==> src/rtl/alu_pipe_if.sv <==
// rtl/alu_pipe_if.sv - issue/result bundle between the reservation station and the ALU pipeline
interface alu_pipe_if #(
  parameter int ROB_W  = 4,
  parameter int TYPE_W = 4
);
  logic              rs_shot;
  logic [31:0]       alu_r1;
  logic [31:0]       alu_r2;
  logic [ROB_W-1:0]  alu_rob_id;
  logic [TYPE_W-1:0] alu_work_type;
  logic              alu_ready;
  logic [ROB_W-1:0]  alu_res_rob_id;
  logic [31:0]       alu_value;

  modport master (
    output rs_shot, alu_r1, alu_r2, alu_rob_id, alu_work_type,
    input  alu_ready, alu_res_rob_id, alu_value
  );

  modport slave (
    input  rs_shot, alu_r1, alu_r2, alu_rob_id, alu_work_type,
    output alu_ready, alu_res_rob_id, alu_value
  );
endinterface

==> src/rtl/alu_pipe.sv <==
// rtl/alu_pipe.sv - two-stage integer ALU feeding the reservation-station broadcast
module alu_pipe #(
  parameter int ROB_W  = 4,
  parameter int TYPE_W = 4
) (
  input  logic        clk,
  input  logic        rst,
  input  logic        rdy,
  input  logic        clear,
  alu_pipe_if.slave   bus
);

  localparam logic [TYPE_W-1:0] OP_ADD  = TYPE_W'(0);
  localparam logic [TYPE_W-1:0] OP_SUB  = TYPE_W'(1);
  localparam logic [TYPE_W-1:0] OP_AND  = TYPE_W'(2);
  localparam logic [TYPE_W-1:0] OP_OR   = TYPE_W'(3);
  localparam logic [TYPE_W-1:0] OP_XOR  = TYPE_W'(4);
  localparam logic [TYPE_W-1:0] OP_SLL  = TYPE_W'(5);
  localparam logic [TYPE_W-1:0] OP_SRL  = TYPE_W'(6);
  localparam logic [TYPE_W-1:0] OP_SRA  = TYPE_W'(7);
  localparam logic [TYPE_W-1:0] OP_SLT  = TYPE_W'(8);
  localparam logic [TYPE_W-1:0] OP_SLTU = TYPE_W'(9);
  localparam logic [TYPE_W-1:0] OP_BEQ  = TYPE_W'(10);
  localparam logic [TYPE_W-1:0] OP_BNE  = TYPE_W'(11);
  localparam logic [TYPE_W-1:0] OP_BLT  = TYPE_W'(12);
  localparam logic [TYPE_W-1:0] OP_BGE  = TYPE_W'(13);
  localparam logic [TYPE_W-1:0] OP_BLTU = TYPE_W'(14);
  localparam logic [TYPE_W-1:0] OP_BGEU = TYPE_W'(15);

  logic              r_v1;
  logic [31:0]       r_r1;
  logic [31:0]       r_r2;
  logic [ROB_W-1:0]  r_tag1;
  logic [TYPE_W-1:0] r_type1;
  logic              r_v2;
  logic [ROB_W-1:0]  r_tag2;
  logic [31:0]       r_val2;

  logic [4:0]        w_shamt;
  logic              w_lt_s;
  logic              w_lt_u;
  logic              w_eq;
  logic [31:0]       w_value;

  assign w_shamt = r_r2[4:0];
  assign w_lt_s  = $signed(r_r1) < $signed(r_r2);
  assign w_lt_u  = r_r1 < r_r2;
  assign w_eq    = r_r1 == r_r2;

  // Result is computed from the S1 registers and captured into S2.
  always_comb begin
    w_value = '0;
    case (r_type1)
      OP_ADD:  w_value = r_r1 + r_r2;
      OP_SUB:  w_value = r_r1 - r_r2;
      OP_AND:  w_value = r_r1 & r_r2;
      OP_OR:   w_value = r_r1 | r_r2;
      OP_XOR:  w_value = r_r1 ^ r_r2;
      OP_SLL:  w_value = r_r1 << w_shamt;
      OP_SRL:  w_value = r_r1 >> w_shamt;
      OP_SRA:  w_value = $unsigned($signed(r_r1) >>> w_shamt);
      OP_SLT:  w_value = {31'd0, w_lt_s};
      OP_SLTU: w_value = {31'd0, w_lt_u};
      OP_BEQ:  w_value = {31'd0, w_eq};
      OP_BNE:  w_value = {31'd0, ~w_eq};
      OP_BLT:  w_value = {31'd0, w_lt_s};
      OP_BGE:  w_value = {31'd0, ~w_lt_s};
      OP_BLTU: w_value = {31'd0, w_lt_u};
      OP_BGEU: w_value = {31'd0, ~w_lt_u};
      default: w_value = '0;
    endcase
  end

  // A flush wins over the rdy freeze so a mispredict is never held off.
  always_ff @(posedge clk or negedge rst) begin
    if (!rst) begin
      r_v1    <= 1'b0;
      r_r1    <= '0;
      r_r2    <= '0;
      r_tag1  <= '0;
      r_type1 <= '0;
      r_v2    <= 1'b0;
      r_tag2  <= '0;
      r_val2  <= '0;
    end else if (clear) begin
      r_v1 <= 1'b0;
      r_v2 <= 1'b0;
    end else if (rdy) begin
      r_v1 <= bus.rs_shot;
      if (bus.rs_shot) begin
        r_r1    <= bus.alu_r1;
        r_r2    <= bus.alu_r2;
        r_tag1  <= bus.alu_rob_id;
        r_type1 <= bus.alu_work_type;
      end
      r_v2 <= r_v1;
      if (r_v1) begin
        r_tag2 <= r_tag1;
        r_val2 <= w_value;
      end
    end
  end

  assign bus.alu_ready      = r_v2;
  assign bus.alu_res_rob_id = r_tag2;
  assign bus.alu_value      = r_val2;

endmodule

==> src/flat_wrapper.sv <==
// flat-port wrapper written by rule: the top's interface ports become plain ports
module alu_pipe_flat 
#(
  parameter int ROB_W  = 4,
  parameter int TYPE_W = 4
)
  (clk, rst, rdy, clear, bus_rs_shot, bus_alu_r1, bus_alu_r2, bus_alu_rob_id, bus_alu_work_type, bus_alu_ready, bus_alu_res_rob_id, bus_alu_value);
  alu_pipe_if #(.ROB_W(ROB_W), .TYPE_W(TYPE_W)) bus_i ();
  input  logic clk;
  input  logic rst;
  input  logic rdy;
  input  logic clear;
  input wire logic [$bits(bus_i.rs_shot)-1:0] bus_rs_shot;
  input wire logic [$bits(bus_i.alu_r1)-1:0] bus_alu_r1;
  input wire logic [$bits(bus_i.alu_r2)-1:0] bus_alu_r2;
  input wire logic [$bits(bus_i.alu_rob_id)-1:0] bus_alu_rob_id;
  input wire logic [$bits(bus_i.alu_work_type)-1:0] bus_alu_work_type;
  output wire logic [$bits(bus_i.alu_ready)-1:0] bus_alu_ready;
  output wire logic [$bits(bus_i.alu_res_rob_id)-1:0] bus_alu_res_rob_id;
  output wire logic [$bits(bus_i.alu_value)-1:0] bus_alu_value;
  assign bus_i.rs_shot = bus_rs_shot;
  assign bus_i.alu_r1 = bus_alu_r1;
  assign bus_i.alu_r2 = bus_alu_r2;
  assign bus_i.alu_rob_id = bus_alu_rob_id;
  assign bus_i.alu_work_type = bus_alu_work_type;
  assign bus_alu_ready = bus_i.alu_ready;
  assign bus_alu_res_rob_id = bus_i.alu_res_rob_id;
  assign bus_alu_value = bus_i.alu_value;
  alu_pipe #(.ROB_W(ROB_W), .TYPE_W(TYPE_W)) u_core (.clk(clk), .rst(rst), .rdy(rdy), .clear(clear), .bus(bus_i));
endmodule
==> config.mk <==
export PLATFORM = sky130hd
export DESIGN_NAME = alu_pipe_flat
export DESIGN_NICKNAME = d
export VERILOG_FILES = /design/src/rtl/alu_pipe_if.sv /design/src/rtl/alu_pipe.sv /design/src/flat_wrapper.sv
export SDC_FILE = /design/constraint.sdc
export NUM_CORES = 1
export LEC_CHECK = 0
export BUFFER_PORTS_ARGS = -buffer_cell sky130_fd_sc_hd__buf_2
export CORE_MARGIN = 2
export CORE_UTILIZATION = 50
export CTS_CLUSTER_SIZE = 12
export DETAILED_ROUTE_END_ITERATION = 6
export PLACE_DENSITY_LB_ADDON = 0.1
export SLEW_MARGIN = 20
export SYNTH_ARGS = -nofsm -noshare
export SYNTH_HDL_FRONTEND = slang
export SYNTH_SLANG_ARGS = --single-unit
==> constraint.sdc <==
create_clock -name clk -period 5.8 [get_ports clk]
set_clock_uncertainty 0.2 [all_clocks]
set_input_delay 0.29 -clock clk [delete_from_list [all_inputs] [get_ports clk]]
set_output_delay 0.29 -clock clk [all_outputs]
set_load 0.01 [all_outputs]
==> impl_metrics.py <==
metrics = {
    "outcome": {
        "outcome": "finished, final reports clean",
    },
    "min_path": {
        "hp-start": "rdy",
        "min_to": "u_core.bus.alu_ready$_DFFE_PN0P_",
        "whs_path_depth": 3,
        "min_path_type": "in2reg",
    },
    "critical_path": {
        "crit_chain": "inv_2 > fa_1 > nor2b_1 > o211ai_1 > a21oi_1 > a21oi_1 > o21ai_0 > nand4_1 > a31oi_1 > xnor2_1 > nor2_1 > o22a_1",
        "critPathKind": "reg2reg",
        "cp.required_ps": 5870,
        "reg2reg_to": "u_core.bus.alu_value[30]$_DFFE_PN0P_",
        "end_kind": "register",
        "path_max_fanout": 37,
        "cp.arrival_ps": 4690,
        "cp_num_cells": 12,
        "reg2reg_slack_ps": 1190,
        "cpPeakStageDelay_ps": 740,
        "crit_path_frequent_cell": "a21oi_1",
        "crit_path_top_delay_cell": "dfrtp_2",
        "path_delay_family": "compound AO/OA/AOI/OAI gates",
        "timing.rr.start": "u_core.r_r2[1]$_DFFE_PN0P_",
        "start_kind": "register",
        "r2r_cells": 12,
        "path_buf_inv": 1,
        "crit_path_start": "u_core.r_r2[1]$_DFFE_PN0P_",
    },
    "sta": {
        "finalSetupViolations": 0,
        "relSlewSlack_pct": 20.45,
        "finalCritPeriodShare_pct": 79.56,
        "setup-tns-final_ps": 0,
        "tightest_slew_ps": 1182,
        "rsz0062_at_grt": "false",
        "min_period_ps": 4615,
        "fmax_mhz": 216.7,
        "finalHoldViolCount": 0,
        "maxSlewViolCount": 0,
    },
    "yosys": {
        "synth_cell_types": 81,
        "synthCells": 1535,
        "synthFlopType": "dfrtp_1",
        "synth_fa_ha_area_share_pct": 10.01,
        "synth_top_family_by_area": "compound AO/OA/AOI/OAI gates",
        "synth_edf_count": 0,
        "synthXorXnorAreaFrac_pct": 1.958,
        "syn_area_um2": 12520,
        "synth-simple-area-share_pct": 16.19,
        "synthMuxAreaShare_pct": 18.64,
        "synth.yosys.seq_area_share_pct": 21.98,
        "synth-compound-area-share_pct": 25.07,
        "syn_nets": 1711,
        "syn-mean-instance-area_um2": 8.158,
        "async_flop_share_pct": 100.0,
        "ys_ff_latch": 110,
        "synth-warning-count": 0,
    },
    "finish": {
        "antennaDiodeCount": 0,
        "final_nets": 1828,
        "drive_above_1_share_pct": 18.17,
        "area_growth_pct": 14.74,
        "stdcell_area_um2": 14370,
    },
    "global_routing": {
        "antenna_found_initial": 0,
        "grt_util_met2_pct": 63.87,
        "grt_max_degree": 73,
        "busiest_layer": "met2",
        "grt_pass1_wl_mm": 82.52,
        "first_global_vias": 12910,
        "globalRouteOverflowTotal": 0,
        "met1_usage_pct": 56.05,
        "track_usage_pct": 41.99,
        "use_met3_pct": 6.691,
    },
    "floorplanning": {
        "boundaryPins": 114,
        "core_um2": 24460,
        "dieHeight_um": 162.3,
        "start_util_pct": 51.19,
        "dieArea_um2": 26330,
        "num_rows": 57,
        "die_x_um": 162.3,
    },
    "route": {
        "avgRoutedWirePerCell_um": 27.95,
        "remaining_drc_errors": 0,
        "via_per_inst": 6.818,
        "drt_pre_antenna_iters": 6,
        "drt_iter0_drc": 1795,
        "vias": 13510,
        "ant_nets": 0,
        "drt_wl_total_mm": 55.37,
    },
    "place": {
        "post_dp_cell_area_um2": 13320,
        "gp_congestion": 1.081,
        "port_buffers": 113,
        "dpl.hpwl_mm": 40.95,
    },
    "cts": {
        "cts_hold_buf": 74,
        "cts_tree": "yes",
        "cts_buffers": 9,
        "numClockSinks": 110,
        "cts_buffer_depth": 2,
        "clkTransAtPathRegs_ps": 90,
        "clock-root-buffer": "clkbuf_16",
        "htree_levels": 3,
        "post_cts_resized": 0,
        "clk_latency_ps": 380,
        "cts_setup_buffers": 0,
    },
    "power_and_ir_drop": {
        "power.leakage_nw": 6.232,
        "total_power_mw": 5.514,
        "ir_drop_mv": 0.2941,
        "powerDensity_nw_per_um2": 383.8,
    },
    "flow_run": {
        "maxCapViolations": 0,
    },
}
## layer usage
metal  wire length [um]  part of all wire (%)  vias to the layer above
met2              23980                    43                      918
met3               5392                   9.7                      202
met5                  0                     0                        -
met1              22140                    40                     6493
met4               3862                   7.0                        0
li1                   -                     -                     5893
## Yosys cell counts (all sizes together) (9+ instances only)
cell type / count / share of area, %
o211ai: 29 / 1.7
mux2: 77 / 6.9
nand2b: 14 / 0.70
a22oi: 17 / 1.0
a211oi: 12 / 0.72
buf: 22 / 0.73
a211o: 9 / 0.63
a31oi: 20 / 1.0
o22ai: 15 / 0.75
o22a: 9 / 0.63
nor3: 41 / 1.6
mux2i: 70 / 5.6
inv: 90 / 2.7
o21bai: 9 / 0.54
or3: 15 / 0.75
mux4: 34 / 6.1
o21ai: 116 / 4.7
clkbuf: 88 / 2.6
xnor2: 25 / 1.7
nor2b: 11 / 0.55
nor4: 10 / 0.50
ha: 97 / 9.7
dfrtp: 110 / 22
nand2: 119 / 3.6
a221oi: 20 / 1.4
nor2: 160 / 4.8
o31ai: 12 / 0.72
a21o: 16 / 0.96
nand3: 24 / 1.0
a21oi: 118 / 4.7
## flip-flops by register name, summed over array words and instances, names as in the netlist
name / count
u_core.r_v1: 1
u_core.bus.alu_res_rob_id: 4
u_core.r_type1: 4
u_core.r_r1: 32
u_core.r_tag1: 4
u_core.bus.alu_ready: 1
u_core.r_r2: 32
u_core.bus.alu_value: 32
## layout by cell type, fill, tap and decap left out, drive strengths merged, types with 10 or more instances in the layout
master	n
o31ai	12
o21ai	116
mux2i	70
nor2	160
o22ai	15
o211ai	29
nand2	119
nand2b	14
dfrtp	110
a21oi	118
or3	15
a31oi	20
a22oi	17
inv	95
dlygate4sd3	74
nor3	41
nor2b	11
mux2	77
mux4	34
xnor2	25
a221oi	20
a211oi	12
a21o	16
buf	142
nor4	10
ha	97
nand3	24
## cells by family (layout without fill, tap and decap cells)
| kind of cell | Yosys count | count (layout) |
|---|---|---|
| DFF | 110 | 110 |
| AOI/OAI and AO/OA | 474 | 474 |
| adders and majority gates | 99 | 99 |
| muxes | 181 | 181 |
| and+or+nand+nor | 440 | 440 |
| xor gates and xnor gates | 28 | 28 |
| buffers and inverters | 203 | 325 |
## worst reg2reg max path: stages (launching register included)
cell	delay (ps)
dfrtp_2	740
inv_2	520
fa_1	620
nor2b_1	250
o211ai_1	150
a21oi_1	330
a21oi_1	240
o21ai_0	650
nand4_1	240
a31oi_1	220
xnor2_1	140
nor2_1	60
o22a_1	160
## where the power goes
part / switching [mW] / internal [mW] / leakage (nW)
logic: 2.21 / 1.33 / 4.77
clock network: 0.358 / 0.347 / 0.153
registers: 0.313 / 0.958 / 1.31
total: 2.88 / 2.63 / 6.23
## through the flow
stage / hold slack (ps) / utilization, % / instances / setup WS (ps)
2_1_floorplan: -205.6 / - / 1535 / 1525
3_3_place_gp: 171.6 / 54.43 / 1891 / 1409
3_5_place_dp: 187.0 / 54.43 / 1891 / 1314
4_1_cts: 18.78 / 58.73 / 1981 / 1281
5_1_grt: 49.67 / 58.73 / 1981 / 986.5
6_report: 26.27 / 58.73 / 1981 / 1185
## how the worst max path moves through the flow
stage,endpoint,slack [ps]
floorplan,u_core.bus.alu_value[27]$_DFFE_PN0P_,1520
global placement,u_core.bus.alu_value[30]$_DFFE_PN0P_,1410
detailed placement,u_core.bus.alu_value[30]$_DFFE_PN0P_,1310
CTS,u_core.bus.alu_value[30]$_DFFE_PN0P_,1280
global route,u_core.bus.alu_value[30]$_DFFE_PN0P_,990
finish,u_core.bus.alu_value[30]$_DFFE_PN0P_,1190
## area by class of cell
class | instances | area [um2]
well taps | 324 | 405.4
multi-input cells | 1222 | 9019
inverters | 93 | 349.1
repair buffers | 216 | 1526
clock buffers | 9 | 225.2
fillers | 2260 | 10090
flip-flops and latches | 110 | 2758
clock inverters | 7 | 85.08
Note: power is estimated with default switching activity, not from simulation.
